File: config.mk
export PLATFORM = sky130hd
export DESIGN_NAME = integral_window_builder
export DESIGN_NICKNAME = d
export VERILOG_FILES = /design/src/rtl/integral_window_builder.sv
export SDC_FILE = /design/constraint.sdc
export NUM_CORES = 1
export LEC_CHECK = 0
export BUFFER_PORTS_ARGS = -buffer_cell sky130_fd_sc_hd__buf_4
export CORE_MARGIN = 2
export CORE_UTILIZATION = 39
export CTS_BUF_LIST = sky130_fd_sc_hd__clkbuf_8
export DETAILED_ROUTE_END_ITERATION = 10
export PLACE_DENSITY = 0.65
export REMOVE_ABC_BUFFERS = 1
export SLEW_MARGIN = 20
export SYNTH_ARGS = -nofsm -noshare
export SYNTH_HDL_FRONTEND = slang
export SYNTH_SLANG_ARGS = --single-unit
File: constraint.sdc
create_clock -name CLK -period 9 [get_ports CLK]
set_input_delay 0.9 -clock CLK [delete_from_list [all_inputs] [get_ports CLK]]
set_output_delay 0.9 -clock CLK [all_outputs]
set_load 0.02 [all_outputs]
File: src/rtl/integral_window_builder.sv
// Builds the integral image of one WIN x WIN raster-order window, one entry per accepted pixel,
// streaming (ii, row, col) out through a valid/ready output register.
module integral_window_builder #(
  parameter int unsigned WIN   = 20,
  parameter int unsigned PIX_W = 8,
  parameter int unsigned II_W  = 17
) (
  input  logic             CLK,
  input  logic             RESET,
  input  logic             start,
  input  logic [PIX_W-1:0] pix_in,
  input  logic             pix_valid,
  output logic             pix_ready,
  output logic [II_W-1:0]  integral_output,
  output logic [4:0]       address_i,
  output logic [4:0]       address_j,
  output logic             read_write,
  output logic             out_valid,
  input  logic             out_ready,
  output logic             done
);

  typedef enum logic [1:0] {StIdle, StLoad, StDone} state_e;

  localparam logic [4:0] LastIdx = 5'(WIN - 1);

  state_e state_q, state_d;

  logic [4:0]      i_q, j_q;
  logic            last_q;
  logic [II_W-1:0] rowsum_q;
  logic [II_W-1:0] row_buf_q [WIN];
  logic [II_W-1:0] ii_q;
  logic [4:0]      ai_q, aj_q;
  logic            ov_q;

  logic            pix_acc, last_hs;
  logic [II_W-1:0] rowsum_new, above, ii_new;

  always_comb begin
    pix_acc    = pix_valid && pix_ready;
    last_hs    = ov_q && out_ready && (ai_q == LastIdx) && (aj_q == LastIdx);
    rowsum_new = ((j_q == '0) ? '0 : rowsum_q) + II_W'(pix_in);
    // Row 0 has nothing above it; the buffer contents are ignored there.
    above      = (i_q == '0) ? '0 : row_buf_q[j_q];
    ii_new     = rowsum_new + above;
  end

  always_ff @(posedge CLK) begin
    if (RESET) state_q <= StIdle;
    else       state_q <= state_d;
  end

  always_comb begin
    state_d = state_q;
    unique case (state_q)
      StIdle:  if (start) state_d = StLoad;
      StLoad:  if (last_hs) state_d = StDone;
      StDone:  state_d = StIdle;
      default: state_d = StIdle;
    endcase
  end

  always_comb begin
    // last_q stops intake once the final entry is in the output register.
    pix_ready       = (state_q == StLoad) && !last_q && (!ov_q || out_ready);
    read_write      = (state_q != StIdle);
    done            = (state_q == StDone);
    out_valid       = ov_q;
    integral_output = ii_q;
    address_i       = ai_q;
    address_j       = aj_q;
  end

  always_ff @(posedge CLK) begin
    if (RESET) begin
      i_q      <= '0;
      j_q      <= '0;
      last_q   <= 1'b0;
      rowsum_q <= '0;
      ii_q     <= '0;
      ai_q     <= '0;
      aj_q     <= '0;
      ov_q     <= 1'b0;
      for (int k = 0; k < int'(WIN); k++) row_buf_q[k] <= '0;
    end else begin
      if (state_q == StIdle && start) begin
        i_q      <= '0;
        j_q      <= '0;
        last_q   <= 1'b0;
        rowsum_q <= '0;
      end else if (pix_acc) begin
        rowsum_q       <= rowsum_new;
        row_buf_q[j_q] <= ii_new;
        ii_q           <= ii_new;
        ai_q           <= i_q;
        aj_q           <= j_q;
        if (j_q == LastIdx) begin
          j_q <= '0;
          if (i_q == LastIdx) begin
            i_q    <= '0;
            last_q <= 1'b1;
          end else begin
            i_q <= i_q + 5'd1;
          end
        end else begin
          j_q <= j_q + 5'd1;
        end
      end

      if (pix_acc)                ov_q <= 1'b1;
      else if (ov_q && out_ready) ov_q <= 1'b0;
    end
  end

endmodule
==> results of run 1 <==
[kinds of logic (layout without fill, tap and decap cells)]
group	count (synthesis)	count (layout)
buffers and inverters	163	296
other	0	1
muxes	171	171
DFF	607	607
adders and majority gates	32	32
and+or+nand+nor	621	621
AOI/OAI and AO/OA	144	144
xor gates and xnor gates	29	29
[worst max-delay path, delay by kind of cell (launching register included)]
kind                     cells  cell delay (ns)
AO/OA/AOI/OAI                8             2.60
AND/OR/NAND/NOR              4             1.18
adder cells (fa/ha/maj)      3             0.82
buffers and inverters        4             0.78
flip-flops                   1             0.37
XOR/XNOR                     1             0.21
[power by group]
group / switching [mW] / internal (mW)
clock: 1.11 / 1.26
combinational: 0.168 / 0.0984
sequential: 0.0267 / 3.12
[final timing paths]
check,end
worst min-delay path,rowsum_q[5]$_SDFFE_PP0P_
worst max-delay path,row_buf_q[20][15]$_DFFE_PP_
worst max register to register,row_buf_q[20][15]$_DFFE_PP_
worst min register to register,rowsum_q[5]$_SDFFE_PP0P_
[area by class of cell]
class                      instances  area (sq um)  area share, %
clock buffer                     105          1450           4.90
antenna                            1          2.50        0.00848
clock inverter                    75           509           1.73
inverter                          35           131          0.445
sequential                       607         17600           59.7
multi-input combinational        997          8100           27.5
tap                              873          1090           3.70
timing repair buffer              81           608           2.06
[flip-flops by register name, summed over array words and instances, names as in the netlist, named ones only]
| signal | flops |
|---|---|
| row_buf_q | 544 |
| integral_output | 17 |
| rowsum_q | 17 |
| address_i | 5 |
| address_j | 5 |
| i_q | 5 |
| j_q | 5 |
| state_q | 2 |
| last_q | 1 |
| out_valid | 1 |
[per-layer routing]
| metal | GRT usage (%) | wire length (um) |
|---|---|---|
| met5 | 0 | 0 |
| met4 | 7.98 | 2390 |
| met3 | 4.25 | 5460 |
| met2 | 29.8 | 31200 |
| met1 | 25.9 | 27200 |
[layout by cell type (no fill, tap or decap), types with 9 or more instances in the layout]
| cell | n |
|---|---|
| mux4_2 | 169 |
| nand2_1 | 128 |
| nor2b_1 | 12 |
| nand2b_1 | 21 |
| nand3_1 | 9 |
| nor2_1 | 388 |
| nor3_1 | 12 |
| a21oi_1 | 75 |
| dfxtp_1 | 59 |
| o21ai_0 | 18 |
| clkinv_2 | 9 |
| and2_1 | 10 |
| buf_4 | 81 |
| ha_1 | 30 |
| inv_1 | 71 |
| edfxtp_1 | 544 |
| clkbuf_8 | 105 |
| nor2_2 | 12 |
| clkinv_1 | 16 |
| xnor2_1 | 10 |
==> flow_summary.toml, run 1 <==
[floorplanning]
die_h_um = 263
core_sq_mm = 0.0668
rows = 95
initial_core_util_pct = 39.2
ios = 44
die-area_sq_mm = 0.0693
die_x_um = 263

[synthesis]
synth_edf_count = 544
synth_top_family_by_area = "multiplexers"
synth_common_cells = "edfxtp_1 (544), nor2_1 (400), mux4_2 (169), nand2_1 (129), clkbuf_1 (107)"
synth_compound_area_share_pct = 3.30
async_flop_share_pct = 0
synth.cell_area_sq_mm = 0.0262
synth_cells = 1767
yosys-top-cells-area = "edfxtp_1 (62%), mux4_2 (15%), nor2_1 (5.7%)"
yosys.cell_types.count = 56
postSynthAreaPerCell_sq_um = 14.8
synth-xor-area-share_pct = 1.03
synth_top_area_share_pct = 62.4
ys_seq_area_share_pct = 67.2
synth_most_common_cell = "edfxtp_1"
ys_seq_elements = 607
synth_ff_type = "edfxtp_1"
synth_warnings = 0
yosys.area.top_type = "edfxtp_1"
synthAdderAreaFrac_pct = 1.59
muxShareOfSynthArea_pct = 14.6
yosys.area_share.simple_pct = 9.82

[global_route]
overflow = 0
grt_pass1_wl_um = 98700
grt_pass1_vias = 15490
grt_max_degree = 55
grt_usage_pct = 19.1
antenna_found_initial = 1

[timing]
finalHoldViolations = 0
rsz0062_at_grt = "false"
fin_crit_sh_pct = 70.2
setup_ws_ns = 2.68
clock.fmax_mhz = 158
fin_tns_setup_ns = 0
period_needed_ns = 6.32
drv_slew = 0
slew-limit-headroom_pct = 26.6
hold_ws_ns = 0.449
worst_pin_slew_ns = 1.10
worst_clock_skew_ns = 0.0568
finalSetupViolCount = 0

[cts]
numCtsBuffers = 98
ctsResizeCount = 0
clock_path_buffers = 3
insertion_delay_ns = 0.71
post_cts_buffers = 0
root_buffer = "clkbuf_8"
clock-sinks = 607
postCtsHoldBufs = 0
clkSlewWorstSetupHoldPaths_ns = 0.06
cts_htree_levels = 3
cts_tree = "done"

[status]
status = "finished clean"

[setup_path]
cp_cell_sequence = "inv_1 > ha_1 > or4b_1 > nand2_1 > inv_1 > ha_1 > a21o_1 > a21oi_1 > nor2b_1 > o21ai_0 > a311oi_1 > buf_4 > xnor2_1 > ha_1 > o21a_1 > o21ai_0 > nor2b_1 > a21oi_1 > a211o_1 > inv_1"
crit_slowest_cell = "a211o_1"
cp.arrival_ns = 6.65
cp.required_ns = 9.33
cp_slowest_stage_delay_ns = 0.86
startpoint_type = "flop"
cp-end-kind = "flop"
rrSetupSlack_ns = 2.68
critical_path_class = "flop to flop"
ff2ff_path_depth = 20
r2r-start = "j_q[0]$_SDFFE_PP0P_"
startpoint = "j_q[0]$_SDFFE_PP0P_"
path_max_fanout = 22

[detailed_routing]
final_antenna_net_count = 0
drt_iter0_markers = 1627
drc = 0
wl_um = 66300
first_pass_iters = 5
vias = 15424
wl_per_cell_um = 23.9
drt-vias-per-instance = 5.56

[placed_design]
post_dp_cell_area_sq_mm = 0.0275
numPortBuffers = 43
hpwl_um = 41000
place_ws_ns = 2.75
place_congestion = 0.876
dpl.cell_count = 2593

[layout]
fin_util_pct = 44.2
final_area_sq_mm = 0.0295
syn2layout_area_growth_pct = 12.6
fin_nets = 1865
fin_cells = 2774
drive_gt1_share_pct = 21.9
nFillCells = 5892

[power]
p_total_mw = 5.78
static-leakage-power_nw = 9.76
ir_drop_v = 0.0000917
power_density_mw_per_mm2 = 196

[job]
drv_cap = 0

[min_path]
hold_depth = 2
hp-class = "flop to flop"
min_from = "rowsum_q[5]$_SDFFE_PP0P_"
Power figures use the tool's default switching activity.
==> inputs of run 2 (changes only) <==
clock period = 5.9 ns   (was 9 ns; I/O delays follow)
==> flow_summary.toml, run 2 (same netlist as run 1, synthesis figures left out) <==
[status]
status = "finished clean"

[floorplanning]
ios = 44
rows = 95
die_x_um = 263
die-area_sq_mm = 0.0693
core_sq_mm = 0.0668
initial_core_util_pct = 39.2
die_h_um = 263

[setup_path]
r2r-end = "row_buf_q[3][16]$_SDFFCE_PN0P_"
cp.arrival_ns = 5.91
cp_cell_sequence = "inv_1 > ha_1 > or4b_4 > nand2_1 > inv_1 > ha_1 > a21o_1 > a21oi_1 > nor2b_1 > o21ai_1 > and2_1 > xnor2_1 > ha_1 > o211ai_1 > a21oi_1 > a211oi_1 > o31a_1 > o21ai_1 > a221oi_4 > buf_4 > xnor3_2 > nor2_1"
cp_top_family = "compound AO/OA/AOI/OAI gates"
critical_path_class = "flop to flop"
cp_slowest_stage_delay_ns = 0.58
cpMostUsedCell = "ha_1"
worst-path-buf-inv = 3
cp-end-kind = "flop"
startpoint_type = "flop"
crit_slowest_cell = "or4b_4"
ff2ff_path_depth = 22
cp.required_ns = 6.31
rrSetupSlack_ns = 0.39
path_max_fanout = 12
r2r-start = "j_q[0]$_SDFFE_PP0P_"

[timing]
slew-limit-headroom_pct = 23.1
fin_tns_setup_ns = 0
fin_crit_sh_pct = 93.4
worst_pin_slew_ns = 1.15
finalHoldViolations = 0
period_needed_ns = 5.51
worst_clock_skew_ns = 0.0404
drv_slew = 0
clock.fmax_mhz = 182
finalSetupViolCount = 0
setup_ws_ns = 0.392

[global_route]
grt_pass1_wl_um = 99600
use_met1_pct = 26.9
grt_max_degree = 69
grt_usage_pct = 19.4
gr-max-usage-layer = "met2"
grt_pass1_vias = 15600
grt_use_met2_pct = 30.5
antenna_found_initial = 1
overflow = 0
met3_usage_pct = 3.59

[detailed_routing]
wl_um = 67400
vias = 15626
first_pass_iters = 6
wl_per_cell_um = 24.1
drt_iter0_markers = 1961
drc = 0
drt-vias-per-instance = 5.58
final_antenna_net_count = 0

[cts]
clock_path_buffers = 3
cts_tree = "done"
clkSlewWorstSetupHoldPaths_ns = 0.06
cts_htree_levels = 3
root_buffer = "clkbuf_8"
numCtsBuffers = 97
postCtsHoldBufs = 0
insertion_delay_ns = 0.69
clock-sinks = 607

[power]
power_density_mw_per_mm2 = 288
static-leakage-power_nw = 9.90
ir_drop_v = 0.000143
p_total_mw = 8.54

[layout]
fin_nets = 1894
fin_util_pct = 44.4
syn2layout_area_growth_pct = 13.1
final_common_cell = "edfxtp_1"
final_area_sq_mm = 0.0296
largest_reg_flops = 544
drive_gt1_share_pct = 22.7
top_register = "row_buf_q"
layout_common_cells = "edfxtp_1 (544), nor2_1 (388), mux4_2 (169)"

[min_path]
hold_end = "state_q[0]$_SDFFE_PP0P_"
hp-class = "input port to flop"
hold_depth = 3
min_from = "start"

[placed_design]
place_ws_ns = -0.0176
post_dp_cell_area_sq_mm = 0.0277
hpwl_um = 41100
numPortBuffers = 43
place_congestion = 0.902

[job]
drv_cap = 0
[run 2: per-layer routing]
metal,vias up,share of wire [%]
li1,6724,-
met1,8085,41
met5,-,0
met3,116,8.5
met2,701,47
met4,0,3.3
[run 2: what timing repair did]
item	4_1_cts	5_1_grt
gates resized for setup	1	8
endpoints found under the setup margin	28	148
endpoints found under the hold margin	0	0
buffers inserted	2	3
pin swaps	1	2
cloned	0	2
[run 2: how the worst max path moves through the flow]
stage	start	endpoint	slack, ns	cells past startpoint
2_1_floorplan	flop	row_buf_q[20][14]$_DFFE_PP_	-4.01	15
3_3_place_gp	j_q[0]$_SDFFE_PP0P_	row_buf_q[0][14]$_SDFFCE_PN0P_	0.27	22
3_5_place_dp	j_q[0]$_SDFFE_PP0P_	row_buf_q[30][12]$_DFFE_PP_	-0.02	20
4_1_cts	j_q[0]$_SDFFE_PP0P_	row_buf_q[31][12]$_DFFE_PP_	-0.07	20
5_1_grt	j_q[0]$_SDFFE_PP0P_	row_buf_q[16][16]$_SDFFCE_PN0P_	-0.009	22
6_report	j_q[0]$_SDFFE_PP0P_	row_buf_q[3][16]$_SDFFCE_PN0P_	0.39	22
[run 2: where the power goes]
part | leakage, nW | internal, mW | switching [mW]
Clock | 1.04 | 1.68 | 1.64
Sequential | 5.72 | 4.77 | 0.0343
Combinational | 3.15 | 0.156 | 0.265
Total | 9.90 | 6.60 | 1.94
[run 2: final cells by class]
cell class / instances / area, sq um
repair buffers: 109 / 868
diodes: 1 / 2.50
clock inverters: 76 / 409
flip-flops and latches: 607 / 17600
multi-input cells: 999 / 8170
inverters: 35 / 131
fillers: 5835 / 37200
clock buffers: 98 / 1350
well taps: 873 / 1090
[run 2: worst reg2reg max path: stages (launching register included)]
cell      delay, ns
dfxtp_1        0.37
inv_1          0.13
ha_1           0.21
or4b_4         0.58
nand2_1        0.16
inv_1          0.06
ha_1           0.26
a21o_1         0.17
a21oi_1        0.22
nor2b_1        0.08
o21ai_1        0.21
and2_1         0.17
xnor2_1        0.11
ha_1           0.39
o211ai_1       0.11
a21oi_1        0.14
a211oi_1       0.08
o31a_1         0.35
o21ai_1        0.51
a221oi_4       0.15
buf_4          0.19
xnor3_2        0.45
nor2_1         0.09
[run 2: per-stage QoR]
step / cells / hold WS [ns]
after CTS: 2792 / 0.150
after floorplan: 1639 / 0.427
after detailed placement: 2616 / 0.446
after global placement: 2616 / 0.438
after global routing: 2798 / 0.175
final: 2798 / 0.239
